[src/rtl/debounce_pkg.sv]
// rtl/debounce_pkg.sv - shared types and constants for the debounce_pulse block
//   state_t       : debounce FSM states
//   EDGE_*        : EDGE_MODE encodings for pulse_out selection
//   select_pulse  : maps accepted rise/fall events onto pulse_out
package debounce_pkg;

  typedef enum logic [1:0] {
    LOW       = 2'd0,
    WAIT_HIGH = 2'd1,
    HIGH      = 2'd2,
    WAIT_LOW  = 2'd3
  } state_t;

  localparam int EDGE_RISE = 0;
  localparam int EDGE_FALL = 1;
  localparam int EDGE_BOTH = 2;

  function automatic logic select_pulse(input int mode, input logic rise, input logic fall);
    case (mode)
      EDGE_FALL: return fall;
      EDGE_BOTH: return rise | fall;
      default:   return rise;
    endcase
  endfunction

endpackage

[src/rtl/bit_synchronizer.sv]
// rtl/bit_synchronizer.sv - multi-flop synchronizer for a single asynchronous bit
//   clk : destination clock
//   rst : synchronous active-high reset, clears every stage
//   d   : asynchronous input
//   q   : synchronized output, STAGES clocks after d is first sampled
module bit_synchronizer #(
  parameter int STAGES = 2
) (
  input  logic clk,
  input  logic rst,
  input  logic d,
  output logic q
);

  if (STAGES < 2) begin : g_bad_stages
    $error("bit_synchronizer: STAGES must be >= 2");
  end

  logic [STAGES-1:0] chain;

  always_ff @(posedge clk) begin
    if (rst) begin
      chain <= '0;
    end else begin
      chain <= {chain[STAGES-2:0], d};
    end
  end

  assign q = chain[STAGES-1];

endmodule

[src/rtl/debounce_pulse.sv]
// rtl/debounce_pulse.sv - debounces a noisy asynchronous input into a level and one-cycle edge pulses
//   clk        : system clock
//   rst        : synchronous active-high reset
//   din        : raw asynchronous input
//   level      : debounced level (registered)
//   rise_pulse : one-cycle pulse on an accepted 0->1
//   fall_pulse : one-cycle pulse on an accepted 1->0
//   pulse_out  : rise, fall or both per EDGE_MODE; intended as a counter enable
module debounce_pulse
  import debounce_pkg::*;
#(
  parameter int SYNC_STAGES     = 2,
  parameter int DEBOUNCE_CYCLES = 16,
  parameter int EDGE_MODE       = EDGE_RISE
) (
  input  logic clk,
  input  logic rst,
  input  logic din,
  output logic level,
  output logic rise_pulse,
  output logic fall_pulse,
  output logic pulse_out
);

  localparam int CNT_WIDTH = $clog2(DEBOUNCE_CYCLES);
  // Entering a WAIT state already counts one sample, so acceptance happens
  // when the counter shows DEBOUNCE_CYCLES-1 and one more matching sample arrives.
  localparam logic [CNT_WIDTH-1:0] CNT_LAST = CNT_WIDTH'(DEBOUNCE_CYCLES - 1);
  localparam logic [CNT_WIDTH-1:0] CNT_ONE  = CNT_WIDTH'(1);

  if (SYNC_STAGES < 2) begin : g_bad_sync
    $error("debounce_pulse: SYNC_STAGES must be >= 2");
  end
  if (DEBOUNCE_CYCLES < 2) begin : g_bad_cycles
    $error("debounce_pulse: DEBOUNCE_CYCLES must be >= 2");
  end
  if (EDGE_MODE < EDGE_RISE || EDGE_MODE > EDGE_BOTH) begin : g_bad_mode
    $error("debounce_pulse: EDGE_MODE must be 0, 1 or 2");
  end

  logic s;

  bit_synchronizer #(
    .STAGES(SYNC_STAGES)
  ) u_sync (
    .clk(clk),
    .rst(rst),
    .d  (din),
    .q  (s)
  );

  state_t               state;
  state_t               state_next;
  logic [CNT_WIDTH-1:0] cnt;
  logic [CNT_WIDTH-1:0] cnt_next;
  logic                 level_next;
  logic                 rise_next;
  logic                 fall_next;

  always_ff @(posedge clk) begin
    if (rst) begin
      state      <= LOW;
      cnt        <= '0;
      level      <= 1'b0;
      rise_pulse <= 1'b0;
      fall_pulse <= 1'b0;
      pulse_out  <= 1'b0;
    end else begin
      state      <= state_next;
      cnt        <= cnt_next;
      level      <= level_next;
      rise_pulse <= rise_next;
      fall_pulse <= fall_next;
      pulse_out  <= select_pulse(EDGE_MODE, rise_next, fall_next);
    end
  end

  always_comb begin
    state_next = state;
    cnt_next   = cnt;
    level_next = level;
    rise_next  = 1'b0;
    fall_next  = 1'b0;
    case (state)
      LOW: begin
        if (s) begin
          state_next = WAIT_HIGH;
          cnt_next   = CNT_ONE;
        end
      end
      WAIT_HIGH: begin
        if (!s) begin
          state_next = LOW;
          cnt_next   = '0;
        end else if (cnt == CNT_LAST) begin
          state_next = HIGH;
          cnt_next   = '0;
          level_next = 1'b1;
          rise_next  = 1'b1;
        end else begin
          cnt_next = cnt + CNT_ONE;
        end
      end
      HIGH: begin
        if (!s) begin
          state_next = WAIT_LOW;
          cnt_next   = CNT_ONE;
        end
      end
      WAIT_LOW: begin
        if (s) begin
          state_next = HIGH;
          cnt_next   = '0;
        end else if (cnt == CNT_LAST) begin
          state_next = LOW;
          cnt_next   = '0;
          level_next = 1'b0;
          fall_next  = 1'b1;
        end else begin
          cnt_next = cnt + CNT_ONE;
        end
      end
      default: begin
        state_next = LOW;
        cnt_next   = '0;
      end
    endcase
  end

endmodule

[config.mk]
export PLATFORM = sky130hd
export DESIGN_NAME = debounce_pulse
export DESIGN_NICKNAME = d
export VERILOG_FILES = /design/src/rtl/debounce_pkg.sv /design/src/rtl/bit_synchronizer.sv /design/src/rtl/debounce_pulse.sv
export SDC_FILE = /design/constraint.sdc
export NUM_CORES = 1
export LEC_CHECK = 0
export ABC_AREA = 1
export CAP_MARGIN = 20
export CORE_AREA = 2 2 39 41
export CTS_CLUSTER_SIZE = 30
export DETAILED_ROUTE_END_ITERATION = 8
export DIE_AREA = 0 0 41 43
export GPL_ROUTABILITY_DRIVEN = 0
export SYNTH_ARGS = -nofsm -noshare
export SYNTH_HDL_FRONTEND = slang
export SYNTH_SLANG_ARGS = --single-unit
export TNS_END_PERCENT = 30
[constraint.sdc]
create_clock -name clk -period 1.4 [get_ports clk]
set_clock_uncertainty 0.05 [all_clocks]
set_input_delay 0.28 -clock clk [delete_from_list [all_inputs] [get_ports clk]]
set_output_delay 0.28 -clock clk [all_outputs]
set_load 0.02 [all_outputs]
==> flow_metrics.py <==
metrics = {
    "status": {
        "status": "completed",
    },
    "drt": {
        "vias": 405,
        "ant_nets": 0,
        "wl_per_cell_um": 8.99,
        "first_iter_violations": 4,
        "wl_um": 782,
        "drt_first_pass_iters": 4,
        "route.detailed.drc": 0,
        "vias_per_cell": 4.66,
    },
    "sta": {
        "timing_hold_violations_final": 0,
        "fin_crit_sh_pct": 90.0,
        "worst_slack_ns": 0.140,
        "rsz0062_at_grt": "false",
        "period_minus_slack_ns": 1.26,
        "slew_violations": 0,
        "finalSetupViolations": 0,
        "fin_setup_tns_ns": 0,
        "slew_headroom_pct": 84.8,
        "max_clock_freq_mhz": 793,
        "worst_pin_slew_ns": 0.228,
    },
    "worst_hold_path": {
        "hold_path_end": "u_sync.chain[1]$_SDFF_PP0_",
        "hold_depth": 2,
        "hold_class": "reg2reg",
        "hp-start": "u_sync.chain[0]$_SDFF_PP0_",
    },
    "cts": {
        "h-tree-depth": 1,
        "post_cts_buffers": 0,
        "cts_tree": "done",
        "path_clk_slew_ns": 0.08,
        "cts-hold-fix-buffers": 0,
        "cts_root_buf": "clkbuf_4",
        "cts_made_buffers": 3,
        "insertion_delay_ns": 0.28,
        "clockBufferDepth": 2,
        "clock_sinks": 11,
    },
    "setup_path": {
        "r2r_start": "cnt[1]$_SDFFE_PP0P_",
        "worstPathCellList": "dlygate4sd2_1",
        "cp_max_fo": 2,
        "cp_data_arrival_time_ns": 0.93,
        "max_stage_delay_ns": 0.33,
        "worstRegToRegCells": 6,
        "crit_type": "reg2out",
        "path_buf_inv": 1,
        "worstPathRequired_ns": 1.07,
        "cp_slowest_cell": "dfxtp_1",
        "cp-end-kind": "primary output",
        "cp-start-kind": "register",
        "r2r_slack_ns": 0.14,
        "r2r-end": "level$_SDFFE_PP0P_",
        "cp_top_family": "flip-flops",
    },
    "floorplan": {
        "die_area_um2": 1760,
        "coreArea_um2": 1380,
        "initial_utilization_pct": 32.7,
        "rows": 14,
        "dieWidth_um": 41,
        "die_h_um": 43,
        "io_pins": 7,
    },
    "synth": {
        "seq_area_frac_synth_pct": 48.6,
        "synth-seq-cells": 11,
        "yosys_warnings": 0,
        "yosysTopAreaCellShare_pct": 48.6,
        "synth_area_leaders": "dfxtp_1 49%, nand2_1 9.9%, nor2_1 8.3%",
        "syn_nets": 65,
        "synth_area_um2": 453,
        "syn_inst": 61,
        "avgSynthCellArea_um2": 7.43,
        "synth_cell_type_count": 14,
        "yosys.area.top_type": "dfxtp_1",
    },
    "run": {
        "cap_violations": 0,
    },
    "placement": {
        "place_hpwl_um": 611,
        "preCtsSetupSlack_ns": 0.0974,
        "placedCellCount": 83,
        "port-buffer-count": 6,
    },
    "layout": {
        "syn_to_final_growth_pct": 22.9,
        "drive_gt1_share_pct": 9.86,
        "antenna-diode-count": 0,
        "finalNetCount": 76,
        "instances_no_fill": 87,
    },
    "grt": {
        "grt_usage_pct": 10.7,
        "grt_pass1_wl_um": 1170,
        "grt_max_degree": 8,
        "first_global_vias": 317,
        "antenna_found_initial": 0,
        "grt_overflow": 0,
    },
    "power_and_ir_drop": {
        "p_leak_nw": 0.246,
        "finalPower_mw": 0.571,
        "powerDensity_nw_per_um2": 1020,
        "ir_drop_mv": 0.455,
    },
}
## placed cells by master (no fill, tap or decap)
master and count:
nand2_1 12, nor2_1 10, dfxtp_1 10, inv_1 7
nand3_1 7, a21oi_1 4, dlygate4sd2_1 4, clkbuf_4 3
o21ai_0 2, nand4_1 2, clkdlybuf4s50_1 2, nand2_2 1
o21ai_1 1, o211a_1 1, nor3_1 1, ha_1 1
clkinv_2 1, dfxtp_2 1, buf_4 1
## final cells by class
cell class	count	area, um2
Fill cell	141	827
Clock buffer	3	22.5
Timing Repair Buffer	7	62.6
Multi-Input combinational cell	42	199
Clock inverter	1	5.00
Sequential cell	11	221
Tap cell	16	20.0
Inverter	7	26.3
## state kept, by name (all words and copies together) (netlist names), named ones only
signal,count
u_sync.chain,2
fall_pulse,1
pulse_out,1
state,1
cnt,4
level,1
## stage by stage
stage	hold WS [ns]	utilization, %	area [um2]
finish	0.356	40.2	557
global route	0.401	40.2	557
CTS	0.358	40.1	556
detailed placement	0.347	38.5	533
floorplan	0.299	-	453
global placement	0.340	38.5	533
## cells in the mapped netlist (all sizes together)
library cell	number
nor2	10
nor3	1
nand4	2
dfxtp	11
nand2	13
buf	1
a21oi	4
ha	1
nand3	7
o211a	1
inv	7
o21ai	3
## cells by family (layout without fill, tap and decap cells)
| logic type | count (synthesis) | count (layout) | share of synthesized area (%) |
|---|---|---|---|
| flip-flops | 11 | 11 | 48.6 |
| AND/OR/NAND/NOR | 33 | 33 | 31.2 |
| adder cells (fa/ha/maj) | 1 | 1 | 2.76 |
| AO/OA/AOI/OAI | 8 | 8 | 9.94 |
| buffers and inverters | 8 | 18 | 7.46 |
## per-layer routing
metal | wire (um) | GRT usage, % | vias to the layer above
met2 | 359 | 14.1 | 8
met5 | 0 | 0 | -
met3 | 26 | 3.14 | 4
met1 | 353 | 11.1 | 176
li1 | - | - | 217
met4 | 43 | 14.0 | 0
## how the worst max path moves through the flow
stage                        start                 end  slack, ns  cells after the start
3_3_place_gp                   rst  level$_SDFFE_PP0P_        0.1                      4
5_1_grt        cnt[1]$_SDFFE_PP0P_  level$_SDFFE_PP0P_      0.008                      6
2_1_floorplan  cnt[0]$_SDFFE_PP0P_  level$_SDFFE_PP0P_       0.25                      6
6_report        level$_SDFFE_PP0P_               level       0.14                      1
4_1_cts        cnt[0]$_SDFFE_PP0P_  level$_SDFFE_PP0P_       0.12                      6
3_5_place_dp                   rst  level$_SDFFE_PP0P_        0.1                      4
## power breakdown
group | leakage, nW | internal (mW) | switching [mW] | total [mW]
sequential | 0.0896 | 0.318 | 0.00479 | 0.323
clock | 0.0177 | 0.106 | 0.117 | 0.223
combinational | 0.139 | 0.0122 | 0.0122 | 0.0244
total | 0.246 | 0.436 | 0.134 | 0.571
## what timing repair did
action / CTS / global route
setup endpoints to repair: 4 / 1
resized for setup: 4 / 1
cloned: 0 / 0
No activity file was read; power rests on OpenSTA's default activity.
